==> src/rtl/imem_fetch_arb.sv <==
// Two-requester instruction memory arbiter with a one-cycle registered response path.
// Define IMEM_ARB_RR_EN for round-robin; otherwise m0 has priority with an m1 starvation guard.
module imem_fetch_arb #(
   parameter int STARVE_LIMIT = 4
) (
   input  logic        clk,
   input  logic        rst_n,
   input  logic        m0_req,
   input  logic [31:0] m0_addr,
   output logic        m0_gnt,
   output logic        m0_rvalid,
   output logic [31:0] m0_rdata,
   input  logic        m1_req,
   input  logic [31:0] m1_addr,
   output logic        m1_gnt,
   output logic        m1_rvalid,
   output logic [31:0] m1_rdata,
   output logic        rerr,
   output logic [31:0] mem_addr,
   input  logic [31:0] mem_inst
);

   logic [1:0] req;
   logic [1:0] gnt;
   logic       misaligned;
   logic       rerr_reg;

   assign req = {m1_req, m0_req};

`ifdef IMEM_ARB_RR_EN
   // 1 means m1 won most recently; the reset value makes m0 the first choice
   logic last_reg;

   always_comb begin
      gnt = 2'b00;
      if (rst_n) begin
         if (req == 2'b11)
            gnt = last_reg ? 2'b01 : 2'b10;
         else
            gnt = req;
      end
   end

   always_ff @(posedge clk or negedge rst_n) begin
      if (!rst_n)
         last_reg <= 1'b1;
      else if (gnt[0])
         last_reg <= 1'b0;
      else if (gnt[1])
         last_reg <= 1'b1;
   end
`else
   localparam int CW = $clog2(STARVE_LIMIT + 2);

   logic [CW-1:0] starve_reg;
   logic [CW-1:0] starve_next;
   logic          starve_hit;

   assign starve_hit = (starve_reg == CW'(STARVE_LIMIT));

   always_comb begin
      gnt = 2'b00;
      if (rst_n) begin
         if (req == 2'b11)
            gnt = starve_hit ? 2'b10 : 2'b01;
         else
            gnt = req;
      end
   end

   // Counts m0 wins while m1 keeps waiting; saturates at the limit
   always_comb begin
      starve_next = starve_reg;
      if (!m1_req || gnt[1])
         starve_next = '0;
      else if (gnt[0] && !starve_hit)
         starve_next = starve_reg + CW'(1);
   end

   always_ff @(posedge clk or negedge rst_n) begin
      if (!rst_n)
         starve_reg <= '0;
      else
         starve_reg <= starve_next;
   end
`endif

   assign m0_gnt     = gnt[0];
   assign m1_gnt     = gnt[1];
   assign mem_addr   = gnt[1] ? m1_addr : (gnt[0] ? m0_addr : 32'h0);
   assign misaligned = |mem_addr[1:0];

   // Per-port response registers; rdata only moves when that port wins
   generate
      for (genvar gi = 0; gi < 2; gi++) begin : g_rsp
         logic        rvalid_reg;
         logic [31:0] rdata_reg;

         always_ff @(posedge clk or negedge rst_n) begin
            if (!rst_n) begin
               rvalid_reg <= 1'b0;
               rdata_reg  <= 32'h0;
            end else begin
               rvalid_reg <= gnt[gi];
               if (gnt[gi])
                  rdata_reg <= misaligned ? 32'h0 : mem_inst;
            end
         end
      end
   endgenerate

   always_ff @(posedge clk or negedge rst_n) begin
      if (!rst_n)
         rerr_reg <= 1'b0;
      else
         rerr_reg <= (|gnt) & misaligned;
   end

   assign m0_rvalid = g_rsp[0].rvalid_reg;
   assign m0_rdata  = g_rsp[0].rdata_reg;
   assign m1_rvalid = g_rsp[1].rvalid_reg;
   assign m1_rdata  = g_rsp[1].rdata_reg;
   assign rerr      = rerr_reg;

endmodule

==> config.mk <==
export PLATFORM = sky130hd
export DESIGN_NAME = imem_fetch_arb
export DESIGN_NICKNAME = d
export VERILOG_FILES = /design/src/rtl/imem_fetch_arb.sv
export SDC_FILE = /design/constraint.sdc
export NUM_CORES = 1
export LEC_CHECK = 0
export ABC_CLOCK_PERIOD_IN_PS = 2500
export CAP_MARGIN = 40
export CORE_ASPECT_RATIO = 0.5
export CORE_MARGIN = 2
export CORE_UTILIZATION = 40
export DETAILED_ROUTE_END_ITERATION = 12
export HOLD_SLACK_MARGIN = 0.03
export PLACE_DENSITY = 0.82
export RECOVER_POWER = 100
export SLEW_MARGIN = 15
export SYNTH_ARGS = -nofsm -noshare
export SYNTH_HDL_FRONTEND = slang
export SYNTH_SLANG_ARGS = --single-unit
export TNS_END_PERCENT = 30
==> constraint.sdc <==
create_clock -name clk -period 2.5 [get_ports clk]
set_input_delay 0.5 -clock clk [delete_from_list [all_inputs] [get_ports clk]]
set_output_delay 0.5 -clock clk [all_outputs]
set_load 0.05 [all_outputs]
# Yosys cells after proc, flatten, opt, wreduce, memory -nomap -nowiden
# Index checks and enable logic that the tools add are counted.
[classes]
n_addsub = 1
eq_ne = 2
muxes = 8
n_bitwise = 1
n_reduce_logical = 7
[op_table]
columns = ["cell", "n"]
rows = [
  ["two-way mux 32 bit", 3],
  ["two-way mux 2 bit", 3],
  ["two-way mux 3 bit", 2],
  ["OR reduction 2 bit", 2],
  ["adder 3 x 1 -> 3 bit (second input constant)", 1],
  ["equality test 3 bit (second input constant)", 1],
  ["equality test 2 bit (second input constant)", 1],
  ["logical NOT 1 bit", 2],
  ["nonzero test 2 bit", 1],
  ["bitwise AND 1 bit", 1],
  ["logical AND 1 bit", 1],
  ["logical OR 1 bit", 1],
]
[totals]
regBits = 70
inputBits = 100
output_inout_bits = 101
wordCells = 25

# Longest topological paths before layout
# Gate-level depths: netlist of the first run.
[depth]
depth_word = 8
ltp_mapped = 8
ltp_nobuf = 6

# Worst setup path after synthesis of the first run
# OpenSTA, ideal clock, no wires.
[synth_path]
path_type = "register -> output"
startpoint = "register starve_reg[0]"
endpoint = "output mem_addr[0]"
arrival_time_ns = 1.759
required_time_ns = 2.000
slack_ns = 0.241
stages_incl_launch_ff = 8
n_path_buf = 1
path_cell_list = "dfrtp_1 -> inv_1 -> ha_1 -> nand3_2 -> nand2_4 -> inv_2 -> buf_2 -> a22o_1"
[synth_via]
elab_chain_len = 6
[synth_rtl]
columns = ["element", "line_no", "text"]
rows = [
  ["start, declared", "55", "logic [CW-1:0] starve_reg;"],
  ["start signal, assigned", "84", "starve_reg <= starve_next;"],
  ["equality test 3 bit", "59", "assign starve_hit = (starve_reg == CW'(STARVE_LIMIT));"],
  ["two-way mux 2 bit", "65", "gnt = starve_hit ? 2'b10 : 2'b01;"],
  ["two-way mux 2 bit", "64", "if (req == 2'b11)"],
  ["two-way mux 2 bit", "63", "if (rst_n) begin"],
  ["via m0_gnt", "10", "output logic m0_gnt,"],
  ["two-way mux 32 bit (2 in a row)", "90", "assign mem_addr = gnt[1] ? m1_addr : (gnt[0] ? m0_addr : 32'h0);"],
  ["end, declared", "19", "output logic [31:0] mem_addr,"],
]
# The timed path passes the listed nets, and every way through them passes these cells.

# Final worst setup path of the first run
[layout_path]
startpoint = "input m0_req"
endpoint = "output mem_addr[31]"
[layout_via]
elab_chain_len = 5
[layout_rtl]
columns = ["element", "line_no", "text"]
rows = [
  ["start, declared", "8", "input logic m0_req,"],
  ["equality test 2 bit", "64", ""],
  ["two-way mux 2 bit (*)", "64", ""],
  ["two-way mux 2 bit (*)", "63", ""],
  ["two-way mux 32 bit", "90", ""],
  ["two-way mux 32 bit (*)", "90", ""],
]
# Mark *: on every way between the ends. The rest lies on a longest branch, timed or not.

==> impl_metrics.yaml, run 1 <==
synth:
  synth.lib_cells_used.distinct: 29
  async_reset_ff_share_pct: 100
  syn_avg_cell_area_um2: 12.8
  yosysWarnings: 0
  syn-num-nets: 393
  mappedNetlistArea_um2: 3730
  synth_flop_cell: "dfrtp_1"
  synth_seq_area_share_pct: 46.9
  number_of_flip_flops_and_latches_in_the_synthesized_netlist: 70
  synth_enable_flop_cells: 0
  post_syn_instances: 291
global_routing:
  grt_pass1_vias: 3568
  global_route.overflow_total: 0
  grt_usage_pct: 25.6
  grt_start_max_net_pins: 42
  grt_first_pass_wirelength_mm: 20.0
  number_of_antenna_violations_at_the_first_check_in_global_routing: 0
min_path:
  hp-class: "in2async"
clock_network:
  cts.htree.levels: 3
  cts_tree: "built"
  clock_latency_ps: 340
  cts.path.max_buffers: 2
  clock_sinks: 70
  cts_buffer_count: 9
  path_clk_slew_ps: 60
  post_cts_hold_buffers: 0
  cts_root_buffer: "clkbuf_16"
sta:
  timing.final.crit_share_pct: 97.4
  finClkSkew_ps: 7.21
  rsz_0062_raised_after_global_routing: "no"
  slew_violations: 0
  maxSlewHeadroom_pct: 40.3
  finalSetupTns_ps: 0
  timing.final.crit_period_ps: 2440
  max_clock_freq_ghz: 0.411
  setup_viol: 0
  timing_worst_slew_pin_value_ps: 896
  hold_slack_final_ps: 453
  finalWorstSetupSlack_ps: 64.6
  finalHoldViolCount: 0
final_layout:
  num-nets-final: 588
  commonest_cells_after_routing_fill_and_taps_aside: "clkdlybuf4s50_1, dfrtp_1, dlygate4sd3_1"
  antenna_cells_inserted: 0
  layout.cells.most_common: "clkdlybuf4s50_1"
  share_of_layout_cells_above_drive_strength_1_pct: 18.5
  layout-area-overhead-vs-synth_pct: 66.7
  fin_cells: 608
  multi_input_area_um2: 1460
  layout.core_utilization_pct: 70.0
  number_of_inserted_filler_cells_in_the_final_layout: 655
  register_area_um2: 1750
critical_path:
  timing_worst_setup_path_type: "in2out"
  worst-path-max-fanout: 15
  worst-endpoint-required_ps: 2000
  end_kind: "output port"
  cpMaxStageDelayCell: "clkdlybuf4s50_1"
  cp_cell_sequence: "clkdlybuf4s50_1, a21bo_4, nand2_4, inv_2, buf_6, a22o_4, buf_12"
  critical_path_arrival_ps: 1940
  critPathMaxStageDelay_ps: 490
  cp-start-kind: "primary input"
placement:
  place.detailed.instances: 591
  routability_congestion_estimate_from_global_placement: 0.771
  dp_slack_ps: 8.45
  io_buffers: 200
  hpwl_mm: 8.90
pwr:
  power.static_leakage_nw: 2.70
  vdd_drop_max_mv: 0.444
  power_density_nw_per_um2: 619
die:
  start_util_pct: 42.0
  ios: 201
  die-width_um: 141
  placement_rows: 24
  die_height_um: 72.3
  overall_die_area_um2: 10200
  core-area_um2: 8890
drt:
  dr_total_vias: 3424
  detailedRoute.firstIterationViolations: 269
  drt-pass1-iter-count: 5
  vias_per_cell: 5.63
  routed_wire_length_mm: 12.8
  antenna_left: 0
  post_drt_wl_per_cell_um: 21.0
  post-route-drc-count: 0
outcome:
  status: "finished clean"
flow_run:
  max_cap_violations: 0
-- critical path: cells and delay by family --
kind / cells / cell delay [ps]
compound gates: 2 / 520
buf+inv: 4 / 840
simple gates: 1 / 60
-- what timing repair did --
item,4_1_cts,5_1_grt
gates cloned,0,0
buffers inserted,0,1
endpoints found under the setup margin,1,32
pin swaps,0,1
gates resized for setup,1,8
-- final timing paths --
path	slack, ps	cells after the start	endpoint	startpoint
hold / removal	450	2	m1_rdata[30]	rst_n
max in group asynchronous	1340	3	m0_rdata[3]	rst_n
hold reg to reg	480	1	m0_rdata[3]	m0_rdata[3]
min in group clk	480	1	m0_rdata[3]	m0_rdata[3]
setup reg to reg	470	7	m0_rdata[29]	starve_reg[0]
setup / recovery	60	7	mem_addr[31]	m0_req
-- cells by family after synthesis --
logic type	share of synthesized area, %
AO/OA/AOI/OAI	34.5
adder cells (fa/ha/maj)	0.670
buffers and inverters	6.60
flip-flops	46.9
AND/OR/NAND/NOR	11.3
-- layer usage --
layer	vias to the layer above	GRT usage [%]	wire length, um
met5	-	0	0
met3	25	6.01	756
li1	1526	-	-
met4	0	8.56	308
met2	152	43.5	6490
met1	1721	33.0	5220
-- where the power goes --
part | leakage [nW] | total [mW] | switching (mW) | internal (mW)
clock | 0.156 | 1.42 | 0.514 | 0.907
combinational | 1.60 | 1.17 | 0.680 | 0.486
sequential | 0.949 | 1.27 | 0.0527 | 1.21
total | 2.70 | 3.85 | 1.25 | 2.61
-- final cells by class --
| class | instances | area share (%) |
|---|---|---|
| repair buffers | 217 | 40.5 |
| well taps | 117 | 2.35 |
| flip-flops and latches | 70 | 28.1 |
| clock buffers | 10 | 3.84 |
| clock inverters | 6 | 1.49 |
| multi-input cells | 184 | 23.4 |
| inverters | 4 | 0.241 |
-- cell usage after synthesis, drive strengths merged, types with 2 or more instances --
library cell | number | share of area [%]
a31o | 2 | 0.70
ha | 2 | 0.67
nand2 | 3 | 0.70
clkbuf | 6 | 0.60
a22o | 33 | 7.7
inv | 4 | 0.40
nor3b | 2 | 0.40
o2bb2ai | 64 | 25
nand3 | 65 | 8.9
or2 | 2 | 0.34
buf | 27 | 5.6
dfrtp | 70 | 47
and2 | 3 | 0.50
-- stage by stage --
stage | area, um^2 | total power [mW]
floorplan | 3730 | 1.96
global placement | 6190 | 2.53
detailed placement | 6210 | 2.55
CTS | 6550 | 3.97
global route | 6220 | 3.96
finish | 6220 | 3.85
Power figures use the tool's default switching activity.
==> inputs of run 2 (changes only) <==
ABC_CLOCK_PERIOD_IN_PS = 2870   (was 2500)
CORE_UTILIZATION = 43   (was 40)
PLACE_DENSITY = 0.87   (was 0.82)
clock period = 2.87 ns   (was 2.5 ns; I/O delays follow)
==> run 2 against run 1 <==
Compared with the run above: the run now ends with max-capacitance violations, max-slew violations left; register-to-register slack got worse by 190 ps; largest power group unchanged; hold slack got worse by 360 ps; clock skew increased by 4.2 ps; critical path depth unchanged; sequential cell count unchanged; sequential power decreased by 13%; core utilization decreased by 1.6 points; setup slack improved by 5.6 ps.
==> impl_metrics.yaml, run 2 (synthesized netlist as in run 1, its figures left out) <==
global_routing:
  gr-max-usage-layer: "met2"
  number_of_antenna_violations_at_the_first_check_in_global_routing: 0
  grt_pass1_vias: 3679
  global_route.overflow_total: 0
  groute.layer.met2.usage_pct: 51.4
  grt.met3_usage_pct: 6.25
  grt_start_max_net_pins: 63
  grt_usage_pct: 29.7
  groute.layer.met1.usage_pct: 36.7
  grt_first_pass_wirelength_mm: 21.5
final_layout:
  share_of_layout_cells_above_drive_strength_1_pct: 15.6
  commonest_cells_after_routing_fill_and_taps_aside: "clkdlybuf4s50_1, dfrtp_1, dlygate4sd3_1"
  antenna_cells_inserted: 0
  layout-area-overhead-vs-synth_pct: 50.4
  num-nets-final: 584
  fin_cells: 598
  layout.cells.most_common: "clkdlybuf4s50_1"
  layout.core_utilization_pct: 68.4
critical_path:
  cp_cell_sequence: "dlygate4sd3_1, a21bo_1, nand2_4, inv_2, buf_12, a22o_1, clkbuf_4"
  critPathMaxStageDelay_ps: 580
  timing_worst_setup_path_type: "in2out"
  critical_path_arrival_ps: 2230
  worst-endpoint-required_ps: 2300
  cpMaxStageDelayCell: "dlygate4sd3_1"
  worst_r2r_endpoint: "m0_rdata[20]"
  worst-path-max-fanout: 29
  end_kind: "output port"
  r2r_cells: 7
  cp-start-kind: "primary input"
  worstReg2RegStart: "starve_reg[0]"
  reg2reg_setup_slack_ps: 280
sta:
  slew_violations: 63
  timing.final.crit_period_ps: 2800
  rsz_0062_raised_after_global_routing: "no"
  maxSlewHeadroom_pct: -4.04
  finalSetupTns_ps: 0
  hold_slack_final_ps: 93.7
  timing_worst_slew_pin_value_ps: 1560
  max_clock_freq_ghz: 0.357
  finalHoldViolCount: 0
  finClkSkew_ps: 11.5
  timing.final.crit_share_pct: 97.6
  setup_viol: 0
pwr:
  power_density_nw_per_um2: 562
  power.static_leakage_nw: 2.51
  vdd_drop_max_mv: 0.369
flow_run:
  max_cap_violations: 1
drt:
  vias_per_cell: 5.82
  antenna_left: 0
  post_drt_wl_per_cell_um: 23.1
  detailedRoute.firstIterationViolations: 345
  dr_total_vias: 3478
  drt-pass1-iter-count: 5
  post-route-drc-count: 0
  routed_wire_length_mm: 13.8
die:
  start_util_pct: 45.5
  ios: 201
  die_height_um: 69.9
  die-width_um: 136
  core-area_um2: 8200
  overall_die_area_um2: 9490
  placement_rows: 23
placement:
  routability_congestion_estimate_from_global_placement: 0.823
  place.detailed.instances: 583
  io_buffers: 200
  hpwl_mm: 9.06
clock_network:
  cts_root_buffer: "clkbuf_16"
  path_clk_slew_ps: 50
  clock_latency_ps: 340
  cts.htree.levels: 3
  clock_sinks: 70
  postCtsSetupBuffers: 0
  cts.path.max_buffers: 2
  cts_tree: "built"
  cts_buffer_count: 9
  post_cts_hold_buffers: 0
  ctsResizeCount: 0
outcome:
  violations: "max-capacitance violations, max-slew violations"
  status: "finished with violations"
min_path:
  hp-class: "in2async"
[run 2: cell count changes in the layout (fill, tap and decap cells not counted), moves of 2 or more]
cell | previous run | this run
buf_12 | 39 | 4
buf_2 | 0 | 13
clkbuf_4 | 1 | 13
clkbuf_2 | 4 | 9
a22o_1 | 29 | 33
a22o_4 | 4 | 0
clkbuf_1 | 1 | 4
and2_1 | 1 | 3
clkinvlp_4 | 2 | 0
inv_6 | 2 | 0
[run 2: stage by stage]
stage	instance area (um^2)	power, mW	setup slack [ps]
2_1_floorplan	3730	1.71	504
5_1_grt	5610	3.25	13.5
3_3_place_gp	6120	2.19	179
4_1_cts	6450	3.35	88.6
3_5_place_dp	6150	2.21	133
6_report	5610	3.15	70.2
[run 2: worst max-delay path: cells and delay by family]
kind | cells | cell delay [ps]
AND/OR/NAND/NOR | 1 | 60
AO/OA/AOI/OAI | 2 | 440
buffers and inverters | 4 | 1140
[run 2: area by class of cell]
| cell class | instances | area [um^2] |
|---|---|---|
| repair buffers | 213 | 2000 |
| inverters | 4 | 15.0 |
| clock buffers | 12 | 256 |
| multi-input cells | 184 | 1410 |
| well taps | 112 | 140 |
| flip-flops and latches | 70 | 1750 |
| clock inverters | 3 | 43.8 |
| fillers | 592 | 2590 |
[run 2: report_power, final]
part / internal, mW / switching, mW
clock network: 0.716 / 0.419
logic: 0.331 / 0.583
registers: 1.06 / 0.0464
total: 2.10 / 1.05
[run 2: metal layers]
metal / up-vias / wire length (um)
met1: 1734 / 5510
met5: - / 0
met3: 36 / 893
li1: 1509 / -
met4: 0 / 443
met2: 199 / 6990
[run 2: worst max-delay path by stage]
stage / slack, ps / cells after the start / endpoint / start
final: 70 / 7 / mem_addr[3] / m0_req
after global placement: 180 / 7 / mem_addr[24] / m1_req
after detailed placement: 130 / 7 / mem_addr[3] / m1_req
after floorplan: 500 / 6 / mem_addr[0] / rst_n
after CTS: 90 / 7 / mem_addr[3] / m1_req
after global routing: 10 / 7 / mem_addr[3] / m1_req
==> inputs of run 3 (changes only) <==
CORE_MARGIN = unset   (was 2)
==> run 3 against run 2 <==
Compared with the run above: the flow now finishes without violations; sequential power barely moved; critical path depth is the same; wire length is 0.33% higher; register-to-register slack improved by 460 ps; core utilization grew 1.9 points; via count is 0.52% higher; final area grew 2.8%; non-clock buffer count down 1; setup slack better by 8.5 ps; sequential cell count stayed put.
==> impl_metrics.yaml, run 3 (synthesized netlist as in run 1, its figures left out) <==
outcome:
  status: "finished clean"
placement:
  hpwl_mm: 8.93
  routability_congestion_estimate_from_global_placement: 0.882
  place.detailed.instances: 582
  postPlaceCellArea_um2: 6140
  io_buffers: 200
clock_network:
  path_clk_slew_ps: 50
  ctsResizeCount: 0
  clock_latency_ps: 330
  cts_root_buffer: "clkbuf_16"
  post_cts_hold_buffers: 0
  postCtsSetupBuffers: 0
  cts.path.max_buffers: 2
  clock_sinks: 70
  cts_tree: "built"
  cts_buffer_count: 9
  cts.htree.levels: 3
final_layout:
  layout.cells.most_common: "clkdlybuf4s50_1"
  multi_input_area_um2: 1410
  register_area_um2: 1750
  num-nets-final: 583
  layout-area-overhead-vs-synth_pct: 54.6
  number_of_inserted_filler_cells_in_the_final_layout: 592
  antenna_cells_inserted: 0
  fin_cells: 598
  stdcell_area_um2: 5770
  commonest_cells_after_routing_fill_and_taps_aside: "clkdlybuf4s50_1, dfrtp_1, dlygate4sd3_1"
  share_of_layout_cells_above_drive_strength_1_pct: 16.0
die:
  placement_rows: 23
  overall_die_area_um2: 9080
  start_util_pct: 45.5
  die_height_um: 67.9
  ios: 201
  core-area_um2: 8200
  die-width_um: 134
pwr:
  intPower_mw: 2.18
  combinational_share_of_power_pct: 28.9
  seq_power_share_pct: 33.9
  vdd_drop_max_mv: 0.370
  switching_share_pct: 33.3
  net-switching-power_mw: 1.09
  power_density_nw_per_um2: 566
  power.static_leakage_nw: 2.55
  clock_power_share_pct: 37.2
global_routing:
  grt_pass1_vias: 3600
  grt_usage_pct: 30.7
  number_of_antenna_violations_at_the_first_check_in_global_routing: 0
  global_route.overflow_total: 0
  grt_start_max_net_pins: 56
  grt_first_pass_wirelength_mm: 20.6
sta:
  finClkSkew_ps: 6.09
  slew_violations: 0
  maxSlewHeadroom_pct: 11.7
  timing.final.crit_period_ps: 2790
  rsz_0062_raised_after_global_routing: "no"
  max_clock_freq_ghz: 0.358
  setup_viol: 0
  finalHoldViolCount: 0
  timing_worst_slew_pin_value_ps: 1320
  timing.final.crit_share_pct: 97.3
  finalSetupTns_ps: 0
critical_path:
  worst-endpoint-required_ps: 2300
  critical_path_arrival_ps: 2220
  timing_worst_setup_path_type: "in2out"
  worst-path-max-fanout: 29
  end_kind: "output port"
  cp-start-kind: "primary input"
flow_run:
  max_cap_violations: 0
drt:
  drt-pass1-iter-count: 5
  dr_total_vias: 3496
  antenna_left: 0
  post_drt_wl_per_cell_um: 23.2
  post-route-drc-count: 0
  vias_per_cell: 5.85
  detailedRoute.firstIterationViolations: 409
  routed_wire_length_mm: 13.9
min_path:
  hp-class: "reg2reg"
## run 3: cell type report
| class | count | area share (%) |
|---|---|---|
| multi-input combinational | 184 | 24.4 |
| clock inverter | 6 | 1.63 |
| timing repair buffer | 212 | 37.0 |
| clock buffer | 10 | 3.97 |
| tap | 112 | 2.43 |
| inverter | 4 | 0.260 |
| sequential | 70 | 30.4 |
## run 3: through the flow
step	hold slack [ps]	total power [mW]	util [%]	setup slack [ps]
after floorplan	278	1.71	-	504
after global placement	479	2.19	74.5	243
after detailed placement	480	2.21	74.9	160
after CTS	240	3.43	78.8	127
after global routing	503	3.34	70.4	28.6
final	485	3.27	70.4	78.7
## run 3: worst max-delay path, stage by stage
cell             delay [ps]
clkdlybuf4s50_1         560
and2_1                  230
nand2_4                  70
inv_2                   160
buf_12                  200
a22o_1                  160
buf_2                   250
## run 3: layer usage
metal / part of all wire (%) / up-vias / GRT usage [%]
li1: - / 1513 / -
met1: 40 / 1771 / 37.3
met2: 51 / 177 / 54.1
met3: 5.4 / 35 / 5.70
met4: 3.3 / 0 / 15.1
met5: 0 / - / 0
## run 3: worst paths after layout
kind	start	endpoint	slack, ps	cells after the start
max	m1_req	mem_addr[5]	80	7
min	m1_rdata[1]	m1_rdata[1]	480	1
max reg2reg	starve_reg[0]	m0_rdata[14]	740	7
min reg2reg	m1_rdata[1]	m1_rdata[1]	480	1
max in group asynchronous	rst_n	m0_rdata[3]	1340	3
min in group asynchronous	rst_n	m1_rdata[24]	650	2
## run 3: power groups by stage
stage	clock network [mW]	logic [mW]	registers (mW)
detailed placement	0	1.08	1.13
CTS	1.22	1.09	1.12
global placement	0	1.06	1.13
global route	1.25	0.974	1.11
finish	1.22	0.944	1.11
floorplan	0	0.336	1.37
